**config.mk**
```make
export PLATFORM = sky130hd
export DESIGN_NAME = collect_2x1_one_hot_seq_flat
export DESIGN_NICKNAME = d
export VERILOG_FILES = /design/src/rtl/collect_2x1_one_hot_seq_pkg.sv /design/src/rtl/collect_2x1_one_hot_seq_if.sv /design/src/rtl/collect_fifo.sv /design/src/rtl/collect_2x1_one_hot_seq.sv /design/src/flat_wrapper.sv
export SDC_FILE = /design/constraint.sdc
export NUM_CORES = 1
export LEC_CHECK = 0
export CAP_MARGIN = 5
export CELL_PAD_IN_SITES_DETAIL_PLACEMENT = 0
export CELL_PAD_IN_SITES_GLOBAL_PLACEMENT = 1
export CORE_ASPECT_RATIO = 0.75
export CORE_MARGIN = 2
export CORE_UTILIZATION = 45
export DETAILED_ROUTE_END_ITERATION = 10
export PLACE_DENSITY_LB_ADDON = 0.1
export SLEW_MARGIN = 20
export SYNTH_ARGS = -nofsm -noshare
export SYNTH_HDL_FRONTEND = slang
export SYNTH_SLANG_ARGS = --single-unit
export TNS_END_PERCENT = 1
```
**constraint.sdc**
```tcl
create_clock -name clk -period 3.6 [get_ports clk]
set_input_delay 0.72 -clock clk [delete_from_list [all_inputs] [get_ports clk]]
set_output_delay 0.72 -clock clk [all_outputs]
set_load 0.005 [all_outputs]
```
**src/rtl/collect_2x1_one_hot_seq_pkg.sv**
```systemverilog
// Shared NoC definitions: source encodings for merged tags and outgoing tag width.
package collect_2x1_one_hot_seq_pkg;

  typedef enum logic {
    SRC_BUS  = 1'b0,
    SRC_NODE = 1'b1
  } src_e;

  // The outgoing tag prepends one source bit to the incoming tag.
  function automatic int out_cmd_width(input int in_width);
    return in_width + 1;
  endfunction

endpackage

```
**src/rtl/collect_2x1_one_hot_seq_if.sv**
```systemverilog
// Handshake bundle between the two sources, the collector and the next node.
interface collect_2x1_one_hot_seq_if
  import collect_2x1_one_hot_seq_pkg::*;
#(
  parameter int DATA_WIDTH        = 32,
  parameter int IN_COMMAND_WIDTH  = 2,
  parameter int OUT_COMMAND_WIDTH = out_cmd_width(IN_COMMAND_WIDTH)
) ();

  logic                          i_en;
  logic [1:0]                    i_valid;
  logic [2*DATA_WIDTH-1:0]       i_data_bus;
  logic [2*IN_COMMAND_WIDTH-1:0] i_cmd;
  logic [1:0]                    o_ready;
  logic                          o_valid;
  logic [DATA_WIDTH-1:0]         o_data_bus;
  logic [OUT_COMMAND_WIDTH-1:0]  o_cmd;
  logic                          i_ready;

  modport master (
    output i_en, i_valid, i_data_bus, i_cmd, i_ready,
    input  o_ready, o_valid, o_data_bus, o_cmd
  );

  modport slave (
    input  i_en, i_valid, i_data_bus, i_cmd, i_ready,
    output o_ready, o_valid, o_data_bus, o_cmd
  );

endinterface

```
**src/rtl/collect_fifo.sv**
```systemverilog
// Per-input queue holding word and tag together; ready is registered so it never
// depends combinationally on the upstream valid or downstream ready.
module collect_fifo #(
  parameter int DATA_WIDTH = 32,
  parameter int CMD_WIDTH  = 2,
  parameter int FIFO_DEPTH = 2
) (
  input  logic                  clk,
  input  logic                  rst,
  input  logic                  push,
  input  logic [DATA_WIDTH-1:0] push_data,
  input  logic [CMD_WIDTH-1:0]  push_cmd,
  input  logic                  pop,
  output logic [DATA_WIDTH-1:0] pop_data,
  output logic [CMD_WIDTH-1:0]  pop_cmd,
  output logic                  not_empty,
  output logic                  ready
);

  localparam int PTR_W = $clog2(FIFO_DEPTH);
  localparam int CNT_W = PTR_W + 1;

  logic [DATA_WIDTH-1:0] mem_data [FIFO_DEPTH];
  logic [CMD_WIDTH-1:0]  mem_cmd  [FIFO_DEPTH];
  logic [PTR_W-1:0]      wr_ptr, rd_ptr;
  logic [CNT_W-1:0]      count, count_next;
  logic                  ready_q;

  always_comb begin
    count_next = count;
    if (push && !pop)
      count_next = count + CNT_W'(1);
    else if (!push && pop)
      count_next = count - CNT_W'(1);
  end

  // Depth is a power of two, so pointer overflow is the modulo wrap.
  always_ff @(posedge clk) begin
    if (rst) begin
      wr_ptr  <= '0;
      rd_ptr  <= '0;
      count   <= '0;
      ready_q <= 1'b0;
    end else begin
      if (push)
        wr_ptr <= wr_ptr + PTR_W'(1);
      if (pop)
        rd_ptr <= rd_ptr + PTR_W'(1);
      count   <= count_next;
      ready_q <= (count_next < CNT_W'(FIFO_DEPTH));
    end
  end

  always_ff @(posedge clk) begin
    if (push) begin
      mem_data[wr_ptr] <= push_data;
      mem_cmd[wr_ptr]  <= push_cmd;
    end
  end

  assign pop_data  = mem_data[rd_ptr];
  assign pop_cmd   = mem_cmd[rd_ptr];
  assign not_empty = (count != '0);
  assign ready     = ready_q;

endmodule

```
**src/rtl/collect_2x1_one_hot_seq.sv**
```systemverilog
// Two-input collector: queues node and bus words separately and merges them
// round-robin into one registered output tagged with the source bit.
module collect_2x1_one_hot_seq
  import collect_2x1_one_hot_seq_pkg::*;
#(
  parameter int DATA_WIDTH        = 32,
  parameter int IN_COMMAND_WIDTH  = 2,
  parameter int OUT_COMMAND_WIDTH = out_cmd_width(IN_COMMAND_WIDTH),
  parameter int FIFO_DEPTH        = 2
) (
  input logic                      clk,
  input logic                      rst,
  collect_2x1_one_hot_seq_if.slave bus
);

  logic [DATA_WIDTH-1:0]        node_word, bus_word, out_data;
  logic [IN_COMMAND_WIDTH-1:0]  node_tag, bus_tag;
  logic                         node_ne, bus_ne, node_ready, bus_ready;
  logic                         node_push, bus_push, node_pop, bus_pop, load;
  logic                         out_valid;
  logic [OUT_COMMAND_WIDTH-1:0] out_cmd;
  src_e                         grant, last_grant;

  assign node_push = bus.i_en & bus.i_valid[1] & node_ready;
  assign bus_push  = bus.i_en & bus.i_valid[0] & bus_ready;

  collect_fifo #(
    .DATA_WIDTH (DATA_WIDTH),
    .CMD_WIDTH  (IN_COMMAND_WIDTH),
    .FIFO_DEPTH (FIFO_DEPTH)
  ) u_node_fifo (
    .clk       (clk),
    .rst       (rst),
    .push      (node_push),
    .push_data (bus.i_data_bus[2*DATA_WIDTH-1:DATA_WIDTH]),
    .push_cmd  (bus.i_cmd[2*IN_COMMAND_WIDTH-1:IN_COMMAND_WIDTH]),
    .pop       (node_pop),
    .pop_data  (node_word),
    .pop_cmd   (node_tag),
    .not_empty (node_ne),
    .ready     (node_ready)
  );

  collect_fifo #(
    .DATA_WIDTH (DATA_WIDTH),
    .CMD_WIDTH  (IN_COMMAND_WIDTH),
    .FIFO_DEPTH (FIFO_DEPTH)
  ) u_bus_fifo (
    .clk       (clk),
    .rst       (rst),
    .push      (bus_push),
    .push_data (bus.i_data_bus[DATA_WIDTH-1:0]),
    .push_cmd  (bus.i_cmd[IN_COMMAND_WIDTH-1:0]),
    .pop       (bus_pop),
    .pop_data  (bus_word),
    .pop_cmd   (bus_tag),
    .not_empty (bus_ne),
    .ready     (bus_ready)
  );

  // On contention the source not granted last wins; otherwise whoever has data.
  always_comb begin
    grant = SRC_BUS;
    if (node_ne && bus_ne)
      grant = (last_grant == SRC_NODE) ? SRC_BUS : SRC_NODE;
    else if (node_ne)
      grant = SRC_NODE;
  end

  assign load     = bus.i_en & (node_ne | bus_ne) & (~out_valid | bus.i_ready);
  assign node_pop = load & (grant == SRC_NODE);
  assign bus_pop  = load & (grant == SRC_BUS);

  always_ff @(posedge clk) begin
    if (rst) begin
      out_valid  <= 1'b0;
      out_data   <= '0;
      out_cmd    <= '0;
      last_grant <= SRC_NODE;
    end else if (load) begin
      out_valid  <= 1'b1;
      last_grant <= grant;
      if (grant == SRC_NODE) begin
        out_data <= node_word;
        out_cmd  <= OUT_COMMAND_WIDTH'({SRC_NODE, node_tag});
      end else begin
        out_data <= bus_word;
        out_cmd  <= OUT_COMMAND_WIDTH'({SRC_BUS, bus_tag});
      end
    end else if (out_valid && bus.i_ready) begin
      out_valid <= 1'b0;
      out_data  <= '0;
      out_cmd   <= '0;
    end
  end

  assign bus.o_ready    = {node_ready, bus_ready};
  assign bus.o_valid    = out_valid;
  assign bus.o_data_bus = out_data;
  assign bus.o_cmd      = out_cmd;

endmodule

```
**src/flat_wrapper.sv**
```systemverilog
// flat-port wrapper written by rule: the top's interface ports become plain ports
module collect_2x1_one_hot_seq_flat import collect_2x1_one_hot_seq_pkg::*;
#(
  parameter int DATA_WIDTH        = 32,
  parameter int IN_COMMAND_WIDTH  = 2,
  parameter int OUT_COMMAND_WIDTH = out_cmd_width(IN_COMMAND_WIDTH),
  parameter int FIFO_DEPTH        = 2
)
  (clk, rst, bus_i_en, bus_i_valid, bus_i_data_bus, bus_i_cmd, bus_i_ready, bus_o_ready, bus_o_valid, bus_o_data_bus, bus_o_cmd);
  collect_2x1_one_hot_seq_if #(.DATA_WIDTH(DATA_WIDTH), .IN_COMMAND_WIDTH(IN_COMMAND_WIDTH), .OUT_COMMAND_WIDTH(OUT_COMMAND_WIDTH)) bus_i ();
  input logic clk;
  input logic rst;
  input wire logic [$bits(bus_i.i_en)-1:0] bus_i_en;
  input wire logic [$bits(bus_i.i_valid)-1:0] bus_i_valid;
  input wire logic [$bits(bus_i.i_data_bus)-1:0] bus_i_data_bus;
  input wire logic [$bits(bus_i.i_cmd)-1:0] bus_i_cmd;
  input wire logic [$bits(bus_i.i_ready)-1:0] bus_i_ready;
  output wire logic [$bits(bus_i.o_ready)-1:0] bus_o_ready;
  output wire logic [$bits(bus_i.o_valid)-1:0] bus_o_valid;
  output wire logic [$bits(bus_i.o_data_bus)-1:0] bus_o_data_bus;
  output wire logic [$bits(bus_i.o_cmd)-1:0] bus_o_cmd;
  assign bus_i.i_en = bus_i_en;
  assign bus_i.i_valid = bus_i_valid;
  assign bus_i.i_data_bus = bus_i_data_bus;
  assign bus_i.i_cmd = bus_i_cmd;
  assign bus_i.i_ready = bus_i_ready;
  assign bus_o_ready = bus_i.o_ready;
  assign bus_o_valid = bus_i.o_valid;
  assign bus_o_data_bus = bus_i.o_data_bus;
  assign bus_o_cmd = bus_i.o_cmd;
  collect_2x1_one_hot_seq #(.DATA_WIDTH(DATA_WIDTH), .IN_COMMAND_WIDTH(IN_COMMAND_WIDTH), .OUT_COMMAND_WIDTH(OUT_COMMAND_WIDTH), .FIFO_DEPTH(FIFO_DEPTH)) u_core (.clk(clk), .rst(rst), .bus(bus_i));
endmodule
```
* Yosys cells after proc, flatten, opt, wreduce, memory -nomap -nowiden *
Memory sizes are Yosys's and may differ from the RTL's. A register that Yosys moved wholly into a read port is not among the register bits.
Index checks and enable logic that the tools add are counted.

storage, ports and cells
  flip-flop bits (word level) = 47
  bits in latches = 0
  bits in writable memories = 136
  ROM bits = 0
  bits of input ports = 74
  output and inout bits = 38
  word-level logic and storage cells = 78
  memories = 4

memory list
  memory                       words  width  read ports  clocked after memory_dff  write ports  line                RTL
  u_core.u_bus_fifo.mem_data   2      32     1           1                         1            collect_fifo.sv:23  logic [DATA_WIDTH-1:0] mem_data [FIFO_DEPTH];
  u_core.u_node_fifo.mem_data  2      32     1           1                         1            collect_fifo.sv:23
  u_core.u_bus_fifo.mem_cmd    2      2      1           1                         1            collect_fifo.sv:24  logic [CMD_WIDTH-1:0] mem_cmd [FIFO_DEPTH];
  u_core.u_node_fifo.mem_cmd   2      2      1           1                         1            collect_fifo.sv:24

cells by class
  add/subtract/negate cells = 8
  $mul = 0
  divide/modulo/power cells = 0
  order comparisons = 2
  eq/ne operators = 0
  shifts and indexed selects = 0
  muxes and demuxes = 27
  bitwise logic cells = 12
  reductions and logical operators = 13

operators by type and width
  operator                                                             number
  32-bit two-way mux                                                   3
  1-bit two-way mux                                                    17
  3-bit two-way mux                                                    3
  1-bit bitwise AND                                                    8
  2-bit two-way mux                                                    4
  1-bit logical AND                                                    6
  2-bit nonzero test                                                   3
  1-bit adder (second input constant)                                  4
  2-bit by 1-bit adder with 2-bit output (second input constant)       2
  1-bit logical NOT                                                    4
  2-bit < comparator (second input constant)                           2
  2-bit by 1-bit subtractor with 2-bit output (second input constant)  2
  1-bit inverter                                                       2
  1-bit OR                                                             2

* Logic depth before layout (Yosys ltp) *
  depth after elaboration = 9
  gate-level depth with buffers = 11
  depth with buffers taken out = 9

* By module *
From an unflattened synthesis, not the netlist that was laid out.

second synthesis, totals
  cells, all modules = 518
  area total of the unflattened synthesis = 7,928.9 µm²

modules (own cells, without submodules)
  module                   instances  cells an instance  area each (µm²)  sequential area each (µm²)
  collect_fifo             2          140                2,889.0          2,162.1
  collect_2x1_one_hot_seq  1          238                2,150.8          740.7

* Worst setup path before layout *
OpenSTA, ideal clock, no wires.

  kind = input -> register
  from = input bus_i_en
  to = memory u_core.u_node_fifo.mem_cmd[0][0] (enable)
  setup time = 425 ps
  arrival = 2,625 ps
  data required time = 3,175 ps
  path slack = 549 ps
  cell stages on the path = 4
  buffers on the path = 2
  path through = buf_4 -> buf_2 -> nand3_1 -> nor2_1

between the ends
  word-level cells in the longest chain between the ends = 4

ends and longest elaborated chain
  item                                     line                           RTL
  start: declaration                       flat_wrapper.sv:13             input wire logic [$bits(bus_i.i_en)-1:0] bus_i_en;
  1-bit bitwise AND (2 in a row)           collect_2x1_one_hot_seq.sv:24  assign node_push = bus.i_en & bus.i_valid[1] & node_ready;
  1-bit two-way mux                        collect_fifo.sv:55             if (push) begin
  1-bit two-way mux (not written as such)  collect_fifo.sv:57             mem_cmd[wr_ptr] <= push_cmd;
  end: declaration                         collect_fifo.sv:24

No other way between the ends.

* Worst setup path after layout *
  from = input bus_i_ready
  to = register u_core.out_data[7], in the netlist u_core.bus.o_data_bus[7]

between the ends
  word-level cells in the longest chain between the ends = 3
  elaborated cells on any way between the ends = 5
  those cells by class = 1 x mux; 2 x bitwise; 2 x reduce/logical

ends and longest elaborated chain
  item                                                             line                           RTL
  start: declaration                                               flat_wrapper.sv:17             input wire logic [$bits(bus_i.i_ready)-1:0] bus_i_ready;
  1-bit OR                                                         collect_2x1_one_hot_seq.sv:70  assign load = bus.i_en & (node_ne | bus_ne) & (~out_valid | bus.i_ready);
  1-bit bitwise AND                                                collect_2x1_one_hot_seq.sv:70
  32-bit two-way mux / 2-bit nonzero test (equally long branches)  -
  end signal: assignment                                           collect_2x1_one_hot_seq.sv:84  out_data <= node_word;
  end signal: assignment                                           collect_2x1_one_hot_seq.sv:87  out_data <= bus_word;
  end: declaration                                                 collect_2x1_one_hot_seq.sv:16  logic [DATA_WIDTH-1:0] node_word, bus_word, out_data;

Several ways; a longest one is shown, not always the timed one.
A chain may end at the register's enable or synchronous reset.

==> out/metrics.yaml <==
hold_start: "u_core.u_node_fifo.count[0]$_SDFFE_PP0P_"
wire_per_inst_um: 22.3
cts_buffers: 17
crit_start: "bus_i_ready"
drt_iter0_markers: 390
htree_levels: 4
cp_max_fo: 49
syn_area_sq_um: 7720
port_buffers: 111
hold-path-cell-count: 2
rsz0062_at_grt: "false"
reg2reg_depth: 7
p_leak_uw: 0.00298
cp_slowest_stage_delay_ns: 0.52
place_area_sq_um: 8930
fin_total_pwr_uw: 5310
outcome: "finished clean"
clkSinkCount: 185
fin_area_sq_um: 9540
cp_common_cell: "buf_4"
finalNonFillerCells: 837
diodes: 0
synth_edf_count: 136
setup_viol: 0
grt_overflow: 0
final_common_cell: "edfxtp_1"
vdd_drop_max_v: 0.000354
grt_pass1_wl_mm: 28.9
insertion_delay_ns: 0.43
gp_congestion: 0.721
yosys_warnings: 0
grt_util_all_layers: 0.209
dominantRegCellSynth: "edfxtp_1"
crit_required_ns: 3.94
first_global_vias: 5104
cts_resized: 0
layout.nets: 689
fmax_mhz: 419
syn2layout_area_growth_pct: 23.5
dr.pass1.iters: 5
slew_viol_final: 0
syn_nets: 597
ys_ff_latch: 185
start_util: 0.459
fin_crit_ns: 2.39
numPlacedInstances: 805
finalHoldViolations: 0
cp_data_arrival_time_ns: 2.72
synth_fa_ha_area_frac: 0.00972
endpoint_kind: "register"
cp-start-kind: "input pin"
cap_violations: 0
vias_per_cell: 5.99
coreArea_sq_um: 16800
muxShareOfSynthArea: 0.0991
rows: 41
regToRegSetupSlack_ns: 1.46
netlist-cell-type-count: 37
worst-setup-path-type: "input pin to register"
dieArea_sq_um: 18200
slew-limit-headroom: 0.377
postCtsSetupBuffers: 0
hold_path.class: "register to register"
synthXorXnorAreaFrac: 0.00227
avgSynthCellArea_sq_um: 14.9
tightestPinTransition_ns: 0.935
power_density_nw_per_um2: 557
drive_above_1_share: 0.240
wl_mm: 18.6
cts_tree: "yes"
antenna_found_initial: 0
final_util: 0.567
regToRegStartpoint: "u_core.u_node_fifo.count[0]$_SDFFE_PP0P_"
drc_errors: 0
die_h_um: 117
synth-compound-area-share: 0.113
skew_ns: 0.00919
vias: 5014
finalSetupTns_ns: 0
worst_hold_path.endpoint: "u_core.u_node_fifo.count[0]$_SDFFE_PP0P_"
critical_path.cell_chain: "clkdlybuf4s50_1, nand2b_2, buf_4, buf_4, nand4_1, a311oi_1"
clockBufferDepth: 2
synthCells: 517
cts-root-buf: "clkbuf_16"
layout_common_cells: "edfxtp_1, clkdlybuf4s50_1, nand4_1, mux2_2, dfxtp_1"
post-route-period-util: 0.663
crit_path_top_delay_cell: "clkdlybuf4s50_1"
synthArstFlopShare: 0
synth_top_family_by_area: "compound AO/OA/AOI/OAI gates"
ant_nets: 0
pin_count: 112
path_clk_slew_ns: 0.07
dp_hpwl_mm: 11.1
synthSimpleGateAreaFrac: 0.0752
grt_start_max_net_pins: 50
ys_seq_area_frac: 0.656
fillers: 1329
die_w_um: 155
cts_hold_buf: 0
==> critical path, delay by kind of cell <==
family,cells,cell delay [ns]
AND/OR/NAND/NOR,2,0.34
AO/OA/AOI/OAI,1,0.31
buffers and inverters,3,1.31
==> cell usage after synthesis, types with 2 or more instances <==
library cell	number	area share
edfxtp_1	136	0.53
nand4_1	69	0.056
mux2_2	68	0.099
dfxtp_1	49	0.13
a211oi_1	38	0.037
buf_4	22	0.021
a311oi_2	20	0.039
buf_2	20	0.013
a311oi_1	14	0.016
a21oi_1	11	0.0071
inv_1	9	0.0044
nor2_1	9	0.0044
clkbuf_1	8	0.0039
ha_1	6	0.0097
nand2_1	4	0.0019
nand3_1	4	0.0026
and2_1	3	0.0024
nand2b_1	3	0.0024
a221oi_1	2	0.0023
buf_1	2	0.00097
nor2b_1	2	0.0016
o21ai_0	2	0.0013
xor2_1	2	0.0023
==> cell families after synthesis <==
| family | count (synthesis) |
|---|---|
| flip-flops | 185 |
| AND/OR/NAND/NOR | 98 |
| AO/OA/AOI/OAI | 95 |
| multiplexers | 68 |
| buffers and inverters | 63 |
| adder cells (fa/ha/maj) | 6 |
| XOR/XNOR | 2 |
==> worst max path at each step <==
| stage | endpoint | slack (ns) | cells past startpoint |
|---|---|---|---|
| CTS | u_core.u_node_fifo.mem_data[0][13]$_DFFE_PP_ | 1.27 | 4 |
| floorplan | u_core.u_node_fifo.mem_cmd[0][0]$_DFFE_PP_ | 0.55 | 4 |
| global placement | u_core.u_node_fifo.mem_data[0][15]$_DFFE_PP_ | 0.88 | 4 |
| detailed placement | u_core.u_node_fifo.mem_data[0][13]$_DFFE_PP_ | 0.83 | 4 |
| global route | u_core.bus.o_data_bus[7]$_SDFFE_PP0P_ | 1.11 | 6 |
| finish | u_core.bus.o_data_bus[7]$_SDFFE_PP0P_ | 1.21 | 6 |
==> final cells by class <==
cell class | instances | area [sq um] | share of cell area
repair buffers | 126 | 1220 | 0.128
multi-input cells | 269 | 2340 | 0.245
clock inverters | 14 | 180 | 0.0189
well taps | 215 | 269 | 0.0282
clock buffers | 18 | 429 | 0.0450
inverters | 10 | 37.5 | 0.00394
flip-flops and latches | 185 | 5070 | 0.531
==> state kept, by name, summed over array words and instances (netlist names), named ones only <==
register                     cells
u_core.u_bus_fifo.rd_ptr         1
u_core.last_grant                1
u_core.u_node_fifo.count         1
u_core.u_bus_fifo.mem_cmd        4
u_core.u_bus_fifo.ready          1
u_core.u_node_fifo.rd_ptr        1
u_core.u_bus_fifo.count          1
u_core.bus.o_valid               1
u_core.u_node_fifo.ready         1
u_core.u_node_fifo.mem_data     64
u_core.u_node_fifo.wr_ptr        1
u_core.u_bus_fifo.wr_ptr         1
u_core.bus.o_data_bus           32
u_core.u_node_fifo.mem_cmd       4
u_core.bus.o_cmd                 3
u_core.u_bus_fifo.mem_data      64
==> stage by stage <==
stage               setup WS [ns]  hold slack [ns]
finish                       1.21            0.495
global route                 1.11            0.514
CTS                          1.27            0.495
detailed placement          0.826            0.485
global placement            0.882            0.467
floorplan                   0.549            0.457
==> report_power, final <==
group	internal (uW)	total (uW)	switching (uW)
clock network	1150	1940	785
registers	2420	2520	104
logic	430	849	419
==> per-layer routing <==
| layer | share of wire | vias up | wire length [um] | track usage |
|---|---|---|---|---|
| met5 | 0 | - | 0 | 0 |
| li1 | - | 2267 | - | - |
| met2 | 0.47 | 170 | 8720 | 0.323 |
| met3 | 0.065 | 18 | 1220 | 0.0571 |
| met1 | 0.46 | 2559 | 8490 | 0.295 |
| met4 | 0.012 | 0 | 215 | 0.0533 |
Power figures use the tool's default switching activity.
